===== src/rtl/dot_product.sv =====
// Dot-product engine: three word-wide SRAMs, an IDLE/LOAD/COMPUTE/DUMP controller and a
// 4-stage (read, multiply, add, write-back) lane pipeline. Define DOT_PRODUCT_DEBUG_EN for debug ports.

module dot_product_lane #(
    parameter int Din  = 8,
    parameter int Dout = 16
) (
    input  logic            clk,
    input  logic [Din-1:0]  a,
    input  logic [Din-1:0]  b,
    input  logic [Dout-1:0] old,
    input  logic            acc,
    output logic [Dout-1:0] sum
);
    logic [Dout-1:0] prod_d, prod_q, base_d, base_q, sum_d, sum_q;

    always_comb begin
        prod_d = Dout'(a) * Dout'(b);
        base_d = acc ? old : '0;
        sum_d  = prod_q + base_q;
    end

    always_ff @(posedge clk) begin
        prod_q <= prod_d;
        base_q <= base_d;
        sum_q  <= sum_d;
    end

    assign sum = sum_q;
endmodule

module dot_product #(
    parameter int Addr_Width           = 4,
    parameter int Para_Deg             = 2,
    parameter int Data_Width_In        = 8,
    parameter int Data_Width_Out       = 16,
    parameter int Nums_Data_in_bits    = 4,
    parameter int Nums_Pipeline_Stages = 4
) (
    input  logic                                   clk,
    input  logic                                   reset_n,
    input  logic                                   Mem_Index_reset,
    input  logic                                   Computing,
    input  logic                                   load_old_output,
    input  logic                                   load_from_file,
    input  logic                                   write_to_file,
    input  logic [2*Para_Deg*Data_Width_In-1:0]    input_data_from_file,
    input  logic [Para_Deg*Data_Width_Out-1:0]     output_data_from_file,
    output logic [Para_Deg*Data_Width_Out-1:0]     output_data_to_file,
    output logic [Para_Deg*Data_Width_Out-1:0]     result,
`ifdef DOT_PRODUCT_DEBUG_EN
    output logic [3*Addr_Width-1:0]                test_r,
    output logic [3*Addr_Width-1:0]                test_w,
    output logic [2*Para_Deg*Data_Width_In-1:0]    test_data,
    output logic                                   en_write_test,
    output logic [Addr_Width:0]                    mem_index_test,
    output logic                                   test_en_read,
    output logic                                   test_signal,
`endif
    output logic [Nums_Data_in_bits:0]             state
);
    localparam int N     = 1 << Nums_Data_in_bits;
    localparam int W     = N / Para_Deg;
    localparam int T     = W + Nums_Pipeline_Stages - 1;
    localparam int SW    = Nums_Data_in_bits + 1;
    localparam int CW    = Addr_Width + 1;
    localparam int PW_IN = Para_Deg * Data_Width_In;

    localparam logic [CW-1:0]         CNT_LAST  = CW'(W - 1);
    localparam logic [CW-1:0]         CNT_ONE   = CW'(1);
    localparam logic [SW-1:0]         ST_ISSUE  = SW'(W);
    localparam logic [SW-1:0]         ST_LAST   = SW'(T);
    localparam logic [SW-1:0]         ST_ONE    = SW'(1);
    localparam logic [Addr_Width-1:0] IDX_ONE   = Addr_Width'(1);

    typedef logic [Para_Deg-1:0][Data_Width_In-1:0]  in_word_t;
    typedef logic [Para_Deg-1:0][Data_Width_Out-1:0] out_word_t;
    typedef enum logic [1:0] {IDLE, LOAD, COMPUTE, DUMP} mode_e;

    in_word_t  mem0 [2**Addr_Width];
    in_word_t  mem1 [2**Addr_Width];
    out_word_t memo [2**Addr_Width];

    mode_e                 mode_q;
    logic [Addr_Width-1:0] idx_q;
    logic [CW-1:0]         cnt_q;
    logic [SW-1:0]         state_q;
    logic                  load_old_q;

    in_word_t  in0_word, in1_word;
    in_word_t  rd0_d, rd0_q, rd1_d, rd1_q;
    out_word_t rdo_d, rdo_q, sum_w, result_d, result_q, dout_d, dout_q;
    out_word_t out_wdata;
    logic [Addr_Width-1:0] out_waddr;
    logic                  issue, load_we, out_we;

    // vld_pipe_q[0]: read data valid, [1]: product valid, [2]: sum valid (write-back)
    logic [2:0]            vld_pipe_d, vld_pipe_q;
    logic [Addr_Width-1:0] addr_pipe_d [3];
    logic [Addr_Width-1:0] addr_pipe_q [3];

    assign in0_word = input_data_from_file[PW_IN-1:0];
    assign in1_word = input_data_from_file[2*PW_IN-1:PW_IN];
    assign issue    = (mode_q == COMPUTE) && (state_q <= ST_ISSUE);
    assign load_we  = (mode_q == LOAD);

    always_ff @(posedge clk or negedge reset_n) begin
        if (!reset_n) begin
            mode_q     <= IDLE;
            idx_q      <= '0;
            cnt_q      <= '0;
            state_q    <= '0;
            load_old_q <= 1'b0;
        end else begin
            case (mode_q)
                IDLE: begin
                    if (load_from_file) begin
                        mode_q <= LOAD;
                        idx_q  <= '0;
                        cnt_q  <= '0;
                    end else if (write_to_file) begin
                        mode_q <= DUMP;
                        idx_q  <= '0;
                        cnt_q  <= '0;
                    end else if (Computing) begin
                        mode_q     <= COMPUTE;
                        idx_q      <= '0;
                        state_q    <= ST_ONE;
                        load_old_q <= load_old_output;
                    end
                end
                LOAD, DUMP: begin
                    idx_q <= idx_q + IDX_ONE;
                    cnt_q <= cnt_q + CNT_ONE;
                    if (cnt_q == CNT_LAST) mode_q <= IDLE;
                end
                COMPUTE: begin
                    if (issue) idx_q <= idx_q + IDX_ONE;
                    if (state_q == ST_LAST) begin
                        state_q <= '0;
                        mode_q  <= IDLE;
                    end else begin
                        state_q <= state_q + ST_ONE;
                    end
                end
                default: mode_q <= IDLE;
            endcase
            // Index clear wins over any increment or start-pulse clear above
            if (Mem_Index_reset) idx_q <= '0;
        end
    end

    always_comb begin
        vld_pipe_d     = {vld_pipe_q[1:0], issue};
        addr_pipe_d[0] = idx_q;
        addr_pipe_d[1] = addr_pipe_q[0];
        addr_pipe_d[2] = addr_pipe_q[1];
        rd0_d          = issue ? mem0[idx_q] : rd0_q;
        rd1_d          = issue ? mem1[idx_q] : rd1_q;
        rdo_d          = issue ? memo[idx_q] : rdo_q;
        result_d       = vld_pipe_q[2] ? sum_w : result_q;
        dout_d         = (mode_q == DUMP) ? memo[idx_q] : dout_q;
        out_we         = load_we | vld_pipe_q[2];
        out_waddr      = load_we ? idx_q : addr_pipe_q[2];
        out_wdata      = load_we ? out_word_t'(output_data_from_file) : sum_w;
    end

    always_ff @(posedge clk or negedge reset_n) begin
        if (!reset_n) begin
            vld_pipe_q <= '0;
            for (int i = 0; i < 3; i++) addr_pipe_q[i] <= '0;
            result_q   <= '0;
            dout_q     <= '0;
        end else begin
            vld_pipe_q <= vld_pipe_d;
            for (int i = 0; i < 3; i++) addr_pipe_q[i] <= addr_pipe_d[i];
            result_q   <= result_d;
            dout_q     <= dout_d;
        end
    end

    always_ff @(posedge clk) begin
        rd0_q <= rd0_d;
        rd1_q <= rd1_d;
        rdo_q <= rdo_d;
        if (load_we) begin
            mem0[idx_q] <= in0_word;
            mem1[idx_q] <= in1_word;
        end
        if (out_we) memo[out_waddr] <= out_wdata;
    end

    for (genvar j = 0; j < Para_Deg; j++) begin : g_lane
        dot_product_lane #(
            .Din  (Data_Width_In),
            .Dout (Data_Width_Out)
        ) u_lane (
            .clk (clk),
            .a   (rd0_q[j]),
            .b   (rd1_q[j]),
            .old (rdo_q[j]),
            .acc (load_old_q),
            .sum (sum_w[j])
        );
    end

    assign output_data_to_file = dout_q;
    assign result              = result_q;
    assign state               = state_q;

`ifdef DOT_PRODUCT_DEBUG_EN
    assign test_r         = {idx_q, idx_q, idx_q};
    assign test_w         = {out_waddr, idx_q, idx_q};
    assign test_data      = {rd1_q, rd0_q};
    assign en_write_test  = out_we;
    assign mem_index_test = {1'b0, idx_q};
    assign test_en_read   = issue;
    assign test_signal    = write_to_file;
`endif
endmodule


===== config.mk =====
export PLATFORM = sky130hd
export DESIGN_NAME = dot_product
export DESIGN_NICKNAME = d
export VERILOG_FILES = /design/src/rtl/dot_product.sv
export SDC_FILE = /design/constraint.sdc
export NUM_CORES = 2
export LEC_CHECK = 0
export BUFFER_PORTS_ARGS = -buffer_cell sky130_fd_sc_hd__buf_2
export CAP_MARGIN = 30
export CELL_PAD_IN_SITES_DETAIL_PLACEMENT = 0
export CELL_PAD_IN_SITES_GLOBAL_PLACEMENT = 1
export CORE_MARGIN = 4
export CORE_UTILIZATION = 45
export CTS_CLUSTER_DIAMETER = 100
export DETAILED_ROUTE_END_ITERATION = 8
export MAX_ROUTING_LAYER = met4
export PLACE_DENSITY = 0.65
export SLEW_MARGIN = 40
export SYNTH_ARGS = -nofsm -noshare
export SYNTH_HDL_FRONTEND = slang
export SYNTH_SLANG_ARGS = --single-unit

===== constraint.sdc =====
create_clock -name clk -period 17.1 [get_ports clk]
set_clock_uncertainty 0.05 [all_clocks]
set_input_delay 3.42 -clock clk [delete_from_list [all_inputs] [get_ports clk]]
set_output_delay 3.42 -clock clk [all_outputs]
set_load 0.005 [all_outputs]

==> results.cfg <==
[outcome]
status = finished clean

[critical_path]
crit_chain = buf_2
path_buf_inv = 1
criticalPathCategory = reg2out
crit_path_start_kind = flop
critPathTopFamily = flip-flops
worst-path-max-fanout = 7
required_ns = 13.63
arrival_ns = 1.39
cpMaxStageDelayCell = dfrtp_1
critPathCaptureType = primary output
max_stage_delay_ns = 0.50

[drt]
drt_first_pass_iters = 6
antenna_left = 0
avgRoutedWirePerCell_um = 27.1
via_per_inst = 5.71
route.detailed.drc = 0
routed_wl_um = 124000
vias = 26000
first_iter_violations = 2478

[clock_tree]
cts.sink_count = 1280
cts_max_path_buffers = 3
holdBufCountCts = 0
cts_root_buf = clkbuf_16
cts_htree_levels = 4
cts_tree = done
path_clk_slew_ns = 0.06
cts_buffers = 136
insertion_delay_ns = 0.73
post_cts_buffers = 0
post_cts_resize_count = 0

[logic_synthesis]
synth.most_common_cell = edfxtp_1
synthAdderAreaFrac = 0.0544
syn_area_sq_um = 52300
synth_top_family_by_area = multiplexers
ys_types = 55
syn_inst = 2698
synth_edf_count = 1088
synth.top_cells.by_area = edfxtp_1 (62%), mux4_2 (14%), dfrtp_1 (4.6%)
synth_top_area_share = 0.625
synth_nets = 2952
yosys.area_share.simple = 0.0391
synth_commonest_cells = edfxtp_1 (1088), mux4_2 (320), nand2_1 (156)
synth.area.mux_share = 0.152
ys_seq_area_frac = 0.708
synth_top_area_cell = edfxtp_1
avgSynthCellArea_sq_um = 19.4
ys.flop_type = edfxtp_1
synth_compound_area_frac = 0.0208
synth_xor_area_frac = 0.00804
ys_ff_latch = 1280
synthArstFlopShare = 0.0750
ys_warn_count = 0

[power_and_ir_drop]
p_leak_nw = 20.7
p_switching_mw = 3.24
power_frac_clock = 0.281
p_comb_frac = 0.299
p_int_mw = 7.19
seqPwrFrac = 0.420
p_per_area_nw_per_um2 = 175
vdd_ir_drop_max_mv = 0.113
switching_share = 0.310

[layout]
finalNonFillerCells = 4560
fin_util = 0.520
nNetsFinal = 3186
drive_gt1_frac = 0.275
area_growth_pct = 14.3

[grt]
grt_max_degree = 73
antenna_found_initial = 11
grtUsageTotal = 0.213
grt_pass1_vias = 27300
grt_pass1_wl_um = 182000
grt_overflow = 0

[sta]
min_period_ns = 4.86
slew_violations = 0
finalCritPeriodShare = 0.284
setup_violations = 0
hold_viol = 0
tns_ns = 0
maxSlewHeadroom = 0.450
worstMarginPinSlew_ns = 0.824
fin_worst_hold_slack_ns = 0.296
clock.fmax_mhz = 206
rsz0062_at_grt = false

[placed_design]
hpwlAfterDp_um = 71000
dpl.cell_count = 4305
port_buffers = 139
gp_congestion = 0.780

[floorplan]
die_h_um = 349
initial_utilization = 0.455
fp.coreArea_sq_um = 115000
io-pin-count = 140
die-area_sq_um = 122000
rows = 124
die_x_um = 349

[run]
maxCapViolations = 0

[worst_hold_path]
hold_class = reg2reg
==> path summary, 6_finish.rpt <==
kind,start,endpoint,slack [ns],cells after the start
worst max-delay path,state[3],state[3],12.24,1
worst min-delay path,vld_pipe_q[0],vld_pipe_q[1],0.30,0
worst min register to register,vld_pipe_q[0],vld_pipe_q[1],0.30,0
max in group asynchronous,reset_n,idx_q[3],13.20,2
worst max register to register,rd0_q[13],g_lane[1].u_lane.prod_q[13],12.59,14
min in group asynchronous,reset_n,output_data_to_file[23],2.68,1
==> metrics by stage <==
step	cell area [sq um]	total power [mW]	worst slack, ns
finish	59700	10.4	12.24
CTS	59700	10.6	12.17
global route	59700	11.0	12.14
detailed placement	55200	7.61	12.12
floorplan	52300	6.50	10.84
global placement	55000	7.50	12.18
==> power groups by stage <==
stage	registers [mW]	clock network, mW	logic (mW)
detailed placement	4.46	0	3.15
floorplan	4.29	0	2.21
CTS	4.40	3.00	3.17
global placement	4.47	0	3.03
global route	4.42	3.13	3.44
finish	4.38	2.93	3.11
==> layout by cell type, fill, tap and decap left out, drive strengths merged, types with 4 or more instances in the layout <==
cell	synthesis	routed
fa	74	74
o31ai	10	10
dfrtp	96	96
buf	54	195
a22o	4	4
diode	0	8
nor2b	10	10
and2	138	138
ha	109	109
mux4	320	320
a31oi	14	14
a21o	19	19
xor2	16	16
a211o	4	4
dfxtp	96	96
edfxtp	1088	1088
nand2b	12	12
o21a	5	5
a21oi	37	37
nand2	156	156
nor2	73	73
clkbuf	45	177
nand3	8	8
bufinv	0	12
xnor2	32	32
o21ai	37	37
mux2	66	66
clkinv	0	46
inv	115	123
and3	5	5
a211oi	9	9
nor3	8	8
==> metal layers <==
metal | vias to the layer above | wire length (um) | GRT usage
met3 | 198 | 8510 | 0.0429
met4 | 0 | 3230 | 0.0618
met1 | 13900 | 51700 | 0.284
met5 | - | 0 | -
li1 | 11100 | - | -
met2 | 891 | 60400 | 0.336
==> sequential cells by signal, summed over array words and instances, names as in the netlist, 8 cells and up <==
name and count:
addr_pipe_d 8, g_lane.u_lane.base_q 32, g_lane.u_lane.prod_q 32, g_lane.u_lane.sum 32, mem0 256, mem1 256, memo 512, output_data_to_file 32
rd0_q 16, rd1_q 16, rdo_q 32, result 32
==> logic make-up after synthesis <==
| logic type | Yosys count |
|---|---|
| AO/OA/AOI/OAI | 166 |
| XOR/XNOR | 48 |
| adder cells (fa/ha/maj) | 183 |
| buffers and inverters | 214 |
| flip-flops | 1280 |
| multiplexers | 387 |
| AND/OR/NAND/NOR | 420 |
==> layout make-up <==
cell class | count | area (sq um)
Sequential cell | 1280 | 37000
Inverter | 115 | 432
Fill cell | 9129 | 55100
Tap cell | 1512 | 1890
Timing Repair Buffer | 195 | 1260
Antenna cell | 8 | 20.0
Clock inverter | 69 | 713
Clock buffer | 177 | 3770
Multi-Input combinational cell | 1204 | 14700
Power figures use the tool's default switching activity.
